### config.mk
export PLATFORM = sky130hd
export DESIGN_NAME = uart_rx
export DESIGN_NICKNAME = d
export VERILOG_FILES = /design/src/rtl/uart_rx.sv
export SDC_FILE = /design/constraint.sdc
export NUM_CORES = 1
export LEC_CHECK = 0
export ABC_AREA = 1
export BUFFER_PORTS_ARGS = -buffer_cell sky130_fd_sc_hd__buf_2
export CORE_ASPECT_RATIO = 0.9
export CORE_MARGIN = 8
export CORE_UTILIZATION = 55
export DETAILED_ROUTE_END_ITERATION = 8
export GPL_TIMING_DRIVEN = 0
export PLACE_DENSITY_LB_ADDON = 0.05
export SYNTH_ARGS = -nofsm -noshare
export SYNTH_HDL_FRONTEND = slang
export SYNTH_SLANG_ARGS = --single-unit
export TNS_END_PERCENT = 1
### constraint.sdc
create_clock -name clk -period 1.7 [get_ports clk]
set_clock_uncertainty 0.05 [all_clocks]
set_input_delay 0.085 -clock clk [delete_from_list [all_inputs] [get_ports clk]]
set_output_delay 0.085 -clock clk [all_outputs]
set_load 0.02 [all_outputs]
### src/rtl/uart_rx.sv
// UART receiver: 2-flop synchroniser, 16x oversampled tick aligned to each start
// edge, start-bit glitch rejection, 8N1 framing with valid / framing-error pulses.
module uart_rx #(
  parameter int unsigned FRE        = 50_000_000,
  parameter int unsigned BAUD_RATE  = 9600,
  parameter int unsigned OVERSAMPLE = 16,
  parameter int unsigned TICK_MAX   = FRE / (BAUD_RATE * OVERSAMPLE)
) (
  input  logic       clk,
  input  logic       rst,
  input  logic       rx,
  output logic [7:0] rx_data,
  output logic       rx_valid,
  output logic       rx_frame_err,
  output logic       rx_busy
);

  localparam int unsigned TICK_W = (TICK_MAX > 1) ? $clog2(TICK_MAX) : 1;
  localparam logic [TICK_W-1:0] TICK_LAST = TICK_W'(TICK_MAX - 1);
  localparam logic [3:0] OS_MID  = 4'(OVERSAMPLE / 2 - 1);
  localparam logic [3:0] OS_LAST = 4'(OVERSAMPLE - 1);

  typedef enum logic [1:0] {
    IDLE  = 2'd0,
    START = 2'd1,
    DATA  = 2'd2,
    STOP  = 2'd3
  } state_t;

  state_t            state;
  logic              rx_meta;
  logic              rx_s;
  logic              rx_prev;
  logic [TICK_W-1:0] tick_cnt;
  logic [3:0]        os_cnt;
  logic [2:0]        bit_idx;
  logic [7:0]        shift_reg;
  logic              tick;
  logic              fall;

  assign tick = (tick_cnt == TICK_LAST);
  assign fall = rx_prev & ~rx_s;

  // Synchroniser, edge history and free-running tick, re-phased at each frame start
  always_ff @(posedge clk) begin
    if (!rst) begin
      rx_meta  <= 1'b1;
      rx_s     <= 1'b1;
      rx_prev  <= 1'b1;
      tick_cnt <= '0;
    end else begin
      rx_meta <= rx;
      rx_s    <= rx_meta;
      rx_prev <= rx_s;
      if ((state == IDLE && fall) || tick) begin
        tick_cnt <= '0;
      end else begin
        tick_cnt <= tick_cnt + TICK_W'(1);
      end
    end
  end

  // Frame FSM with registered outputs
  always_ff @(posedge clk) begin
    if (!rst) begin
      state        <= IDLE;
      os_cnt       <= '0;
      bit_idx      <= '0;
      shift_reg    <= '0;
      rx_data      <= '0;
      rx_valid     <= 1'b0;
      rx_frame_err <= 1'b0;
      rx_busy      <= 1'b0;
    end else begin
      rx_valid     <= 1'b0;
      rx_frame_err <= 1'b0;
      case (state)
        IDLE: begin
          if (fall) begin
            state   <= START;
            os_cnt  <= '0;
            bit_idx <= '0;
            rx_busy <= 1'b1;
          end
        end
        START: begin
          if (tick) begin
            if (os_cnt == OS_MID) begin
              os_cnt  <= '0;
              bit_idx <= '0;
              if (rx_s) begin
                state   <= IDLE;
                rx_busy <= 1'b0;
              end else begin
                state <= DATA;
              end
            end else begin
              os_cnt <= os_cnt + 4'd1;
            end
          end
        end
        DATA: begin
          if (tick) begin
            if (os_cnt == OS_LAST) begin
              shift_reg[bit_idx] <= rx_s;
              os_cnt             <= '0;
              bit_idx            <= bit_idx + 3'd1;
              if (bit_idx == 3'd7) begin
                state <= STOP;
              end
            end else begin
              os_cnt <= os_cnt + 4'd1;
            end
          end
        end
        STOP: begin
          // Leave at stop-bit centre so a back-to-back start edge is not missed
          if (tick) begin
            if (os_cnt == OS_LAST) begin
              os_cnt  <= '0;
              state   <= IDLE;
              rx_busy <= 1'b0;
              if (rx_s) begin
                rx_data  <= shift_reg;
                rx_valid <= 1'b1;
              end else begin
                rx_frame_err <= 1'b1;
              end
            end else begin
              os_cnt <= os_cnt + 4'd1;
            end
          end
        end
        default: begin
          state   <= IDLE;
          rx_busy <= 1'b0;
        end
      endcase
    end
  end

endmodule
==> results.cfg, run 1 <==
[floorplanning]
die_area_um2 = 5660
num_rows = 20
core_area_um2 = 3380
initial_core_util_pct = 57.0
die_w_um = 78.4
ios = 14
die_h_um = 72.2

[layout]
antenna_cells = 0
layout-drive-gt1-share_pct = 21.7
multi_input_area_um2 = 998
fillers = 303
area_growth_pct = 13.1
largest_reg_flops = 9
regArea_um2 = 803
nNetsFinal = 283

[power]
ir_worst_vdd_v = 0.000670
total_power_w = 0.00188
internal-power_w = 0.00136
p_leak_nw = 0.946
p_comb_share_pct = 12.4
pwr-share-seq_pct = 52.6
cellPowerDensity_nw_per_um2 = 865
power.switching_w = 0.000526
power.share.switching_pct = 27.9
power_frac_clock_pct = 35.1

[grt]
antenna_found_initial = 0
grt_pass1_vias = 1463
grt.total_usage_pct = 14.8
grt_overflow = 0
grt_start_max_net_pins = 13
grt_pass1_wl_um = 6690

[synthesis]
synth_flop_cell = dfxtp_1
synth_common_cells = nand2_1, dfxtp_1, nor2_1
avgSynthCellArea_um2 = 7.62
netlist_area_um2 = 1930
synth_edf_count = 0
synth_top_area_share_pct = 41.6
synth_most_common_cell = nand2_1
synth.area.top_cells = dfxtp_1, nand2_1, nor2_1
syn_nets = 261
synth.yosys.seq_area_share_pct = 41.6
ys_types = 30
synth-seq-cells = 40
ys_async_sr_fraction_pct = 0
synth-warning-count = 0
yosys.area.top_type = dfxtp_1
syn_inst = 253

[route]
drc = 0
wl_per_cell_um = 11.7
ant_nets = 0
drt_iter0_drc = 81
viasPerCell = 4.98
firstDrtPassIters = 4
num_vias = 1594
finalWirelength_um = 3750

[critical_path]
cp-start-kind = register
crit_path_max_incr_delay_ns = 0.36
worstPathMaxFanout = 4
crit_path_end_kind = register
critical_path_class = reg2reg
critPathSlowestCell = dfxtp_1
regToRegStartpoint = os_cnt[1]$_SDFFE_PN0P_
cpMostUsedCell = nor2_1
path_buf_inv = 0
crit_arrival_ns = 1.68
crit_path_cell_trace = ha_2 -> nand3_4 -> nand2_1 -> nand2_2 -> nor2_4 -> nand3_2 -> nor2_1 -> nor2_1
crit_required_ns = 1.85
critPathTopFamily = simple AND/OR/NAND/NOR gates
crit_start = os_cnt[1]$_SDFFE_PN0P_

[cts]
path_clk_slew_ns = 0.07
cts.sinks = 40
cts_htree_levels = 2
clkLatencyLatePin_ns = 0.30
cts_inserted_buffers = 5
cts-root-buf = clkbuf_8
cts_buffer_depth = 2
cts_tree = built

[sta]
clock.fmax_ghz = 0.650
maxSlewViolCount = 0
slew_headroom_pct = 76.6
fin_hold_ws_ns = 0.0736
layout_min_cycle_time_ns = 1.54
setup_tns_ns = 0
worstMarginPinSlew_ns = 0.351
setup_viol = 0
hold_viol_final = 0
rsz0062_at_grt = no
period_share_pct = 90.5

[outcome]
status = complete, no violations

[placement]
place_congestion = 0.778
io_buffers = 12
hpwl_um = 2650

[run]
drv_cap = 0

[min_path]
hp-start = rst
worstHoldPathType = in2reg
==> logic make-up (layout without fill, tap and decap cells) <==
kind of cell | Yosys count | after routing | synth area share (%)
buf+inv | 35 | 58 | 7.53
xor+xnor | 3 | 3 | 1.36
compound gates | 38 | 38 | 10.0
flops | 40 | 40 | 41.6
simple gates | 132 | 132 | 36.3
fa+ha+maj | 5 | 5 | 3.25
==> routing by layer <==
layer  vias to the layer above  global-route usage (%)  part of all wire, %
met4                         0                    8.01                  2.3
met1                       700                    20.3                   54
met5                         -                       0                    0
li1                        863                       -                    -
met3                         7                    4.81                  4.9
met2                        24                    19.9                   39
==> what timing repair did <==
item / in CTS / in global routing
hold buffers: 1 / 0
resized for setup: 0 / 6
buffers inserted: 0 / 2
endpoints found under the setup margin: 0 / 18
endpoints found under the hold margin: 1 / 0
==> area by class of cell <==
class / instances / area share, %
clock buffer: 6 / 3.79
buffer: 4 / 1.21
sequential: 40 / 36.9
clock inverter: 2 / 0.459
inverter: 31 / 5.45
tap: 44 / 2.53
timing repair buffer: 15 / 3.90
multi-input combinational: 178 / 45.8
==> worst paths after layout <==
path / cells past startpoint / to / slack [ns]
setup / recovery: 8 / state[0]$_SDFFE_PN0P_ / 0.16
hold / removal: 2 / rx_prev$_SDFF_PN1_ / 0.07
setup reg to reg: 8 / state[0]$_SDFFE_PN0P_ / 0.16
hold reg to reg: 1 / rx_s$_SDFF_PN1_ / 0.37
==> power by group through the flow <==
stage | logic [W] | clock network (W) | registers, W
2_1_floorplan | 0.000181 | 0 | 0.00101
3_3_place_gp | 0.000219 | 0 | 0.00101
3_5_place_dp | 0.000221 | 0 | 0.00101
4_1_cts | 0.000228 | 0.000677 | 0.000990
5_1_grt | 0.000268 | 0.000711 | 0.000995
6_report | 0.000234 | 0.000661 | 0.000991
==> cell usage in the layout, fill, tap and decap left out <==
cell type      synthesis  routed
o21ai_0                6       6
nor2_8                 1       1
dfxtp_2                0       2
ha_1                   5       4
clkbuf_8               0       6
nor4_1                 1       1
inv_4                  1       1
nand2_2                2       2
nand2_4                3       3
a21oi_1               23      23
dfxtp_1               40      38
inv_2                  9       9
nand3b_1               2       2
nor3_4                 1       1
clkbuf_1               2       2
inv_1                 21      21
o21ai_1                8       8
nand3_2                2       2
buf_6                  1       1
o21bai_1               1       1
buf_4                  1       3
nor3_1                 4       4
nor3b_2                0       1
nand3_1               13      13
nor2_4                 6       8
nand2_1               44      44
nor2_1                39      39
buf_2                  0      12
xor2_1                 3       3
dlygate4sd3_1          0       1
nand4_1                6       6
or2_2                  2       2
nor2_2                 3       1
ha_2                   0       1
nand3_4                2       2
clkinv_2               0       2
==> metrics by stage <==
step	area (µm²)	cells	util (%)	worst slack [ns]
detailed placement	2040	309	60.4	0.0182
floorplan	1930	253	-	0.248
global placement	2040	309	60.4	0.0230
finish	2180	320	64.5	0.162
CTS	2140	318	63.5	0.00648
global route	2180	320	64.5	0.0134
(Power assumes the default switching activity.)
==> run 2: changes to the inputs <==
--- a/config.mk
+++ b/config.mk
@@ -9,7 +9,7 @@
 export BUFFER_PORTS_ARGS = -buffer_cell sky130_fd_sc_hd__buf_2
 export CORE_ASPECT_RATIO = 0.9
 export CORE_MARGIN = 8
-export CORE_UTILIZATION = 55
+export CORE_UTILIZATION = 59
 export DETAILED_ROUTE_END_ITERATION = 8
 export GPL_TIMING_DRIVEN = 0
 export PLACE_DENSITY_LB_ADDON = 0.05
==> constraint.sdc (replaced) <==
create_clock -name clk -period 1.7 [get_ports clk]
set_clock_uncertainty 0.05 [all_clocks]
set_input_delay 0.085 -clock clk [delete_from_list [all_inputs] [get_ports clk]]
set_output_delay 0.085 -clock clk [all_outputs]
set_load 0.05 [all_outputs]
==> run 2 against run 1 <==
  * Total power decreased by 8.3%
  * Combinational power about the same
  * Via count decreased by 0.50%
  * Cell count decreased by 0.31%
  * Core utilization increased by 5.2 points
  * Maximum frequency decreased by 2.8%
  * Non-clock buffer count unchanged
  * Sequential power about the same
  * Critical path type unchanged
==> results.cfg, run 2 (synthesis results as in run 1) <==
[layout]
antenna_cells = 0
nNetsFinal = 284
final_common_cell = nand2_1
largest_reg_flops = 9
area_growth_pct = 11.8
fillers = 263
final_util_pct = 69.7
most-common-layout-cells = nand2_1, nor2_1, dfxtp_1
layout-drive-gt1-share_pct = 21.3

[cts]
cts_tree = built
cts-root-buf = clkbuf_4
cts_buffer_depth = 2
path_clk_slew_ns = 0.11
cts_inserted_buffers = 5
cts.sinks = 40
clkLatencyLatePin_ns = 0.34
cts_htree_levels = 2

[floorplanning]
initial_core_util_pct = 62.3
ios = 14
die_w_um = 76.2
die_area_um2 = 5350
die_h_um = 70.2
num_rows = 19
core_area_um2 = 3090

[power]
p_leak_nw = 0.928
ir_worst_vdd_v = 0.000563
cellPowerDensity_nw_per_um2 = 802

[placement]
io_buffers = 12
hpwl_um = 2650
place_congestion = 0.828
dp_slack_ns = 0.0246

[outcome]
status = complete, no violations

[sta]
rsz0062_at_grt = yes
layout_setup_ws_ns = 0.118
maxSlewViolCount = 0
setup_viol = 0
period_share_pct = 93.1
fin_hold_ws_ns = 0.0191
layout_min_cycle_time_ns = 1.58
slew_headroom_pct = 77.3
worstMarginPinSlew_ns = 0.338
clock.fmax_ghz = 0.632
hold_viol_final = 0

[critical_path]
r2r_slack_ns = 0.12
worstPathMaxFanout = 4
critical_path_class = reg2reg
r2r_cells = 8
regToRegStartpoint = os_cnt[0]$_SDFFE_PN0P_
crit_arrival_ns = 1.77
crit_path_end_kind = register
crit_required_ns = 1.89
cp-start-kind = register

[route]
ant_nets = 0
num_vias = 1586
viasPerCell = 4.97
drc = 0
drt_iter0_drc = 93
firstDrtPassIters = 4
finalWirelength_um = 3650
wl_per_cell_um = 11.4

[grt]
grt_pass1_vias = 1451
grt_overflow = 0
antenna_found_initial = 0
grt.total_usage_pct = 14.3
grt_pass1_wl_um = 6380
grt_start_max_net_pins = 12

[min_path]
hp-start = rst
hold_path_end = rx_prev$_SDFF_PN1_
min_delay_path_depth = 2
worstHoldPathType = in2reg

[run]
drv_cap = 0
==> run 2: changes by cell type in the layout (fill, tap and decap cells not counted) <==
cell and change:
clkbuf_4 +5, clkbuf_8 -5, clkbuf_1 +2, clkinv_2 -2, nor2_4 +1
==> run 2: final cells by class <==
type	instances	area (µm²)	area share [%]
tap	42	52.6	2.44
inverter	31	119	5.52
multi-input combinational	179	1010	46.9
sequential	40	803	37.3
buffer	4	26.3	1.22
timing repair buffer	15	85.1	3.95
clock buffer	8	58.8	2.73
==> run 2: how the worst max path moves through the flow <==
stage | start | cells after the start | slack [ns] | endpoint
floorplan | os_cnt[0]$_SDFFE_PN0P_ | 6 | 0.25 | rx_data[0]$_SDFFE_PN0P_
global placement | os_cnt[0]$_SDFFE_PN0P_ | 6 | -0.0004 | rx_data[3]$_SDFFE_PN0P_
detailed placement | os_cnt[0]$_SDFFE_PN0P_ | 6 | 0.02 | rx_data[6]$_SDFFE_PN0P_
CTS | os_cnt[0]$_SDFFE_PN0P_ | 8 | 0.08 | bit_idx[0]$_SDFFE_PN0P_
global route | tick_cnt[0]$_SDFF_PP0_ | 10 | -0.02 | shift_reg[7]$_SDFFE_PN0P_
finish | os_cnt[0]$_SDFFE_PN0P_ | 8 | 0.12 | register
==> run 2: repair_timing <==
action,4_1_cts,5_1_grt
hold buffers,1,0
setup endpoints to repair,2,19
resized for setup,0,6
pin swaps,1,2
gates cloned,0,1
setup buffers,2,0
hold endpoints to repair,1,0
==> run 2: power by group <==
group          total (W)  switching [W]  internal (W)
combinational   0.000234       0.000160     0.0000748
clock           0.000499       0.000295      0.000204
sequential      0.000994      0.0000327      0.000962
==> run 2: routing by layer <==
layer,routed length (µm),up-vias,track usage [%]
met4,69,0,6.82
met1,1990,666,19.1
met3,183,9,4.48
met5,0,-,0
li1,-,876,-
met2,1410,35,20.1
==> run 2: through the flow <==
stage	total power, W	cell area (µm²)	TNS (ns)	cells
final	0.00173	2150	0	319
after global routing	0.00181	2150	-0.0385	319
after CTS	0.00173	2120	0	318
after detailed placement	0.00124	2040	0	307
after global placement	0.00124	2040	-0.000415	307
after floorplan	0.00119	1930	0	253
==> run 2: critical path, stage by stage, from the launching register on <==
cell and delay (ns):
dfxtp_1 0.40, ha_2 0.25, nand3_4 0.16, nand2_1 0.12
nand2_2 0.11, nor2_4 0.14, nand2_1 0.06, o21bai_1 0.12
a21oi_1 0.07
==> run 3: changes to the inputs <==
--- a/config.mk
+++ b/config.mk
@@ -5,11 +5,10 @@
 export SDC_FILE = /design/constraint.sdc
 export NUM_CORES = 1
 export LEC_CHECK = 0
-export ABC_AREA = 1
 export BUFFER_PORTS_ARGS = -buffer_cell sky130_fd_sc_hd__buf_2
 export CORE_ASPECT_RATIO = 0.9
 export CORE_MARGIN = 8
-export CORE_UTILIZATION = 59
+export CORE_UTILIZATION = 58
 export DETAILED_ROUTE_END_ITERATION = 8
 export GPL_TIMING_DRIVEN = 0
 export PLACE_DENSITY_LB_ADDON = 0.05
==> run 3 against run 2 <==
  * Maximum frequency down 23%
  * Global-route usage up 3.2 points
  * Count of clock-buffer cells in the layout down 1
  * Hold slack better by 0.36 ns
  * Die area down 3.7%
  * Non-clock buffer count up 16
  * Sequential power down 3.4%
  * Cell count down 13%
  * Highest routed layer unchanged
  * Largest power group unchanged
  * The flow now finishes with violations (setup timing)
  * Combinational power down 57%
  * Design area up 2.1%
==> results.cfg, run 3 <==
[sta]
layout_setup_ws_ns = -0.344
hold_viol_final = 0
slew_headroom_pct = 67.4
layout_min_cycle_time_ns = 2.04
worstMarginPinSlew_ns = 0.484
clock.fmax_ghz = 0.489
maxSlewViolCount = 0
fin_hold_ws_ns = 0.382
setup_tns_ns = -5.55
period_share_pct = 120
rsz0062_at_grt = yes
setup_viol = 24

[synthesis]
yosys.area.top_type = dfxtp_1
synth_top_area_share_pct = 44.4
synth_common_cells = dfxtp_1, nor2_1, nand3_1
synth-warning-count = 0
synth_most_common_cell = dfxtp_1
netlist_area_um2 = 1810
synth_edf_count = 0
syn_inst = 204
synth.yosys.seq_area_share_pct = 44.4
syn_nets = 212
synth_flop_cell = dfxtp_1
ys_async_sr_fraction_pct = 0
ys_types = 39
synth-seq-cells = 40
avgSynthCellArea_um2 = 8.85
synth.area.top_cells = dfxtp_1, mux2i_1, nand3_1

[floorplanning]
die_area_um2 = 5160
initial_core_util_pct = 59.8
core_area_um2 = 3020
die_w_um = 74.8
die_h_um = 68.9
ios = 14
num_rows = 19

[outcome]
violations = setup timing
status = finished with violations

[layout]
largest_reg_flops = 9
nNetsFinal = 241
final_common_cell = dfxtp_1
layout-drive-gt1-share_pct = 25.6
antenna_cells = 0
design_area_um2 = 2200
multi_input_area_um2 = 1030
fillers = 246
finalNonFillerCells = 276
most-common-layout-cells = dfxtp_1, nor2_1, nand3_1
regArea_um2 = 813
area_growth_pct = 21.9

[route]
ant_nets = 0
viasPerCell = 5.83
firstDrtPassIters = 4
num_vias = 1609
drc = 0
finalWirelength_um = 4220
drt_iter0_drc = 174
wl_per_cell_um = 15.3

[min_path]
worstHoldPathType = reg2reg

[placement]
io_buffers = 13
dp_cells = 259
hpwl_um = 2760
place_congestion = 0.879
place_area_um2 = 1930

[grt]
busiest_layer = met2
grt.total_usage_pct = 17.4
grt_pass1_vias = 1474
use_met3_pct = 4.62
grt_start_max_net_pins = 13
antenna_found_initial = 0
grt_use_met2_pct = 27.4
grt_overflow = 0
grt_pass1_wl_um = 6910
use_met1_pct = 21.9

[cts]
cts_tree = built
cts_htree_levels = 2
cts_inserted_buffers = 5
cts_buffer_depth = 2
cts.sinks = 40
path_clk_slew_ns = 0.11
cts-root-buf = clkbuf_4
clkLatencyLatePin_ns = 0.35

[critical_path]
critical_path_class = reg2reg
crit_arrival_ns = 2.23
cp-start-kind = register
crit_required_ns = 1.89
crit_path_end_kind = register
worstPathMaxFanout = 7

[power]
ir_worst_vdd_v = 0.000541
cellPowerDensity_nw_per_um2 = 713
p_leak_nw = 0.847
total_power_w = 0.00157

[run]
drv_cap = 0
==> run 3: cell types whose count changed in the layout (fill, tap and decap cells not counted), moves of 5 or more <==
cell	delta
buf_4	+6
nor2b_1	+5
inv_1	-17
inv_2	-9
nor2_1	-19
nand2b_1	+5
nor2_4	-9
mux2i_1	+11
nand2_1	-31
a21oi_1	-13
o21ai_0	-5
==> run 3: cell type report <==
| cell class | instances | share of cell area, % |
|---|---|---|
| Clock buffer | 7 | 2.50 |
| Buffer | 11 | 3.13 |
| Tap cell | 42 | 2.39 |
| Multi-Input combinational cell | 147 | 47.0 |
| Clock inverter | 1 | 0.341 |
| Sequential cell | 40 | 37.0 |
| Inverter | 4 | 0.682 |
| Timing Repair Buffer | 24 | 7.05 |
==> run 3: power by group <==
part / switching [W] / total (W) / leakage [nW] / internal, W
clock network: 0.000306 / 0.000509 / 0.0315 / 0.000203
registers: 0.0000134 / 0.000960 / 0.327 / 0.000946
logic: 0.0000606 / 0.000101 / 0.488 / 0.0000404
==> run 3: kinds of logic (layout without fill, tap and decap cells) <==
kind of cell | after synthesis | after routing | synth area share, %
AO/OA/AOI/OAI | 29 | 29 | 9.84
XOR/XNOR | 8 | 8 | 3.88
adder cells (fa/ha/maj) | 5 | 5 | 3.47
buffers and inverters | 17 | 47 | 3.74
flip-flops | 40 | 40 | 44.4
multiplexers | 11 | 11 | 6.10
AND/OR/NAND/NOR | 94 | 94 | 28.6
==> run 3: through the flow <==
stage          utilization, %  setup slack [ns]
2_1_floorplan               -            -0.317
3_3_place_gp             64.0            -0.452
3_5_place_dp             64.0            -0.480
4_1_cts                  70.4            -0.334
5_1_grt                  72.9            -0.387
6_report                 72.9            -0.344
==> run 3: per-layer routing <==
layer  vias up  wire length, µm
li1        792                -
met1       755             1920
met2        54             1940
met3         8              294
met4         0               72
met5         -                0
==> run 3: timing repair <==
action	CTS	global route
gates resized for setup	19	28
cloned	0	1
endpoints found under the setup margin	37	34
setup buffers	6	1
endpoints found under the hold margin	3	0
pin swaps	2	6
hold buffers	3	0
==> run 3: worst paths after layout <==
| kind | from | end | slack (ns) | depth (start not counted) |
|---|---|---|---|---|
| setup / recovery | tick_cnt[4]$_SDFF_PP0_ | bit_idx[1]$_SDFFE_PN0P_ | -0.34 | 5 |
| hold / removal | rx_meta$_SDFF_PN1_ | rx_s$_SDFF_PN1_ | 0.38 | 1 |
| setup reg to reg | tick_cnt[4]$_SDFF_PP0_ | bit_idx[1]$_SDFFE_PN0P_ | -0.34 | 5 |
| hold reg to reg | rx_meta$_SDFF_PN1_ | rx_s$_SDFF_PN1_ | 0.38 | 1 |
==> run 3: worst max-delay path, stage by stage, from the launching register on <==
cell     delay (ns)
dfxtp_2        0.34
or4b_4         0.53
buf_8          0.15
o31a_1         0.29
or3b_4         0.44
mux2i_1        0.14
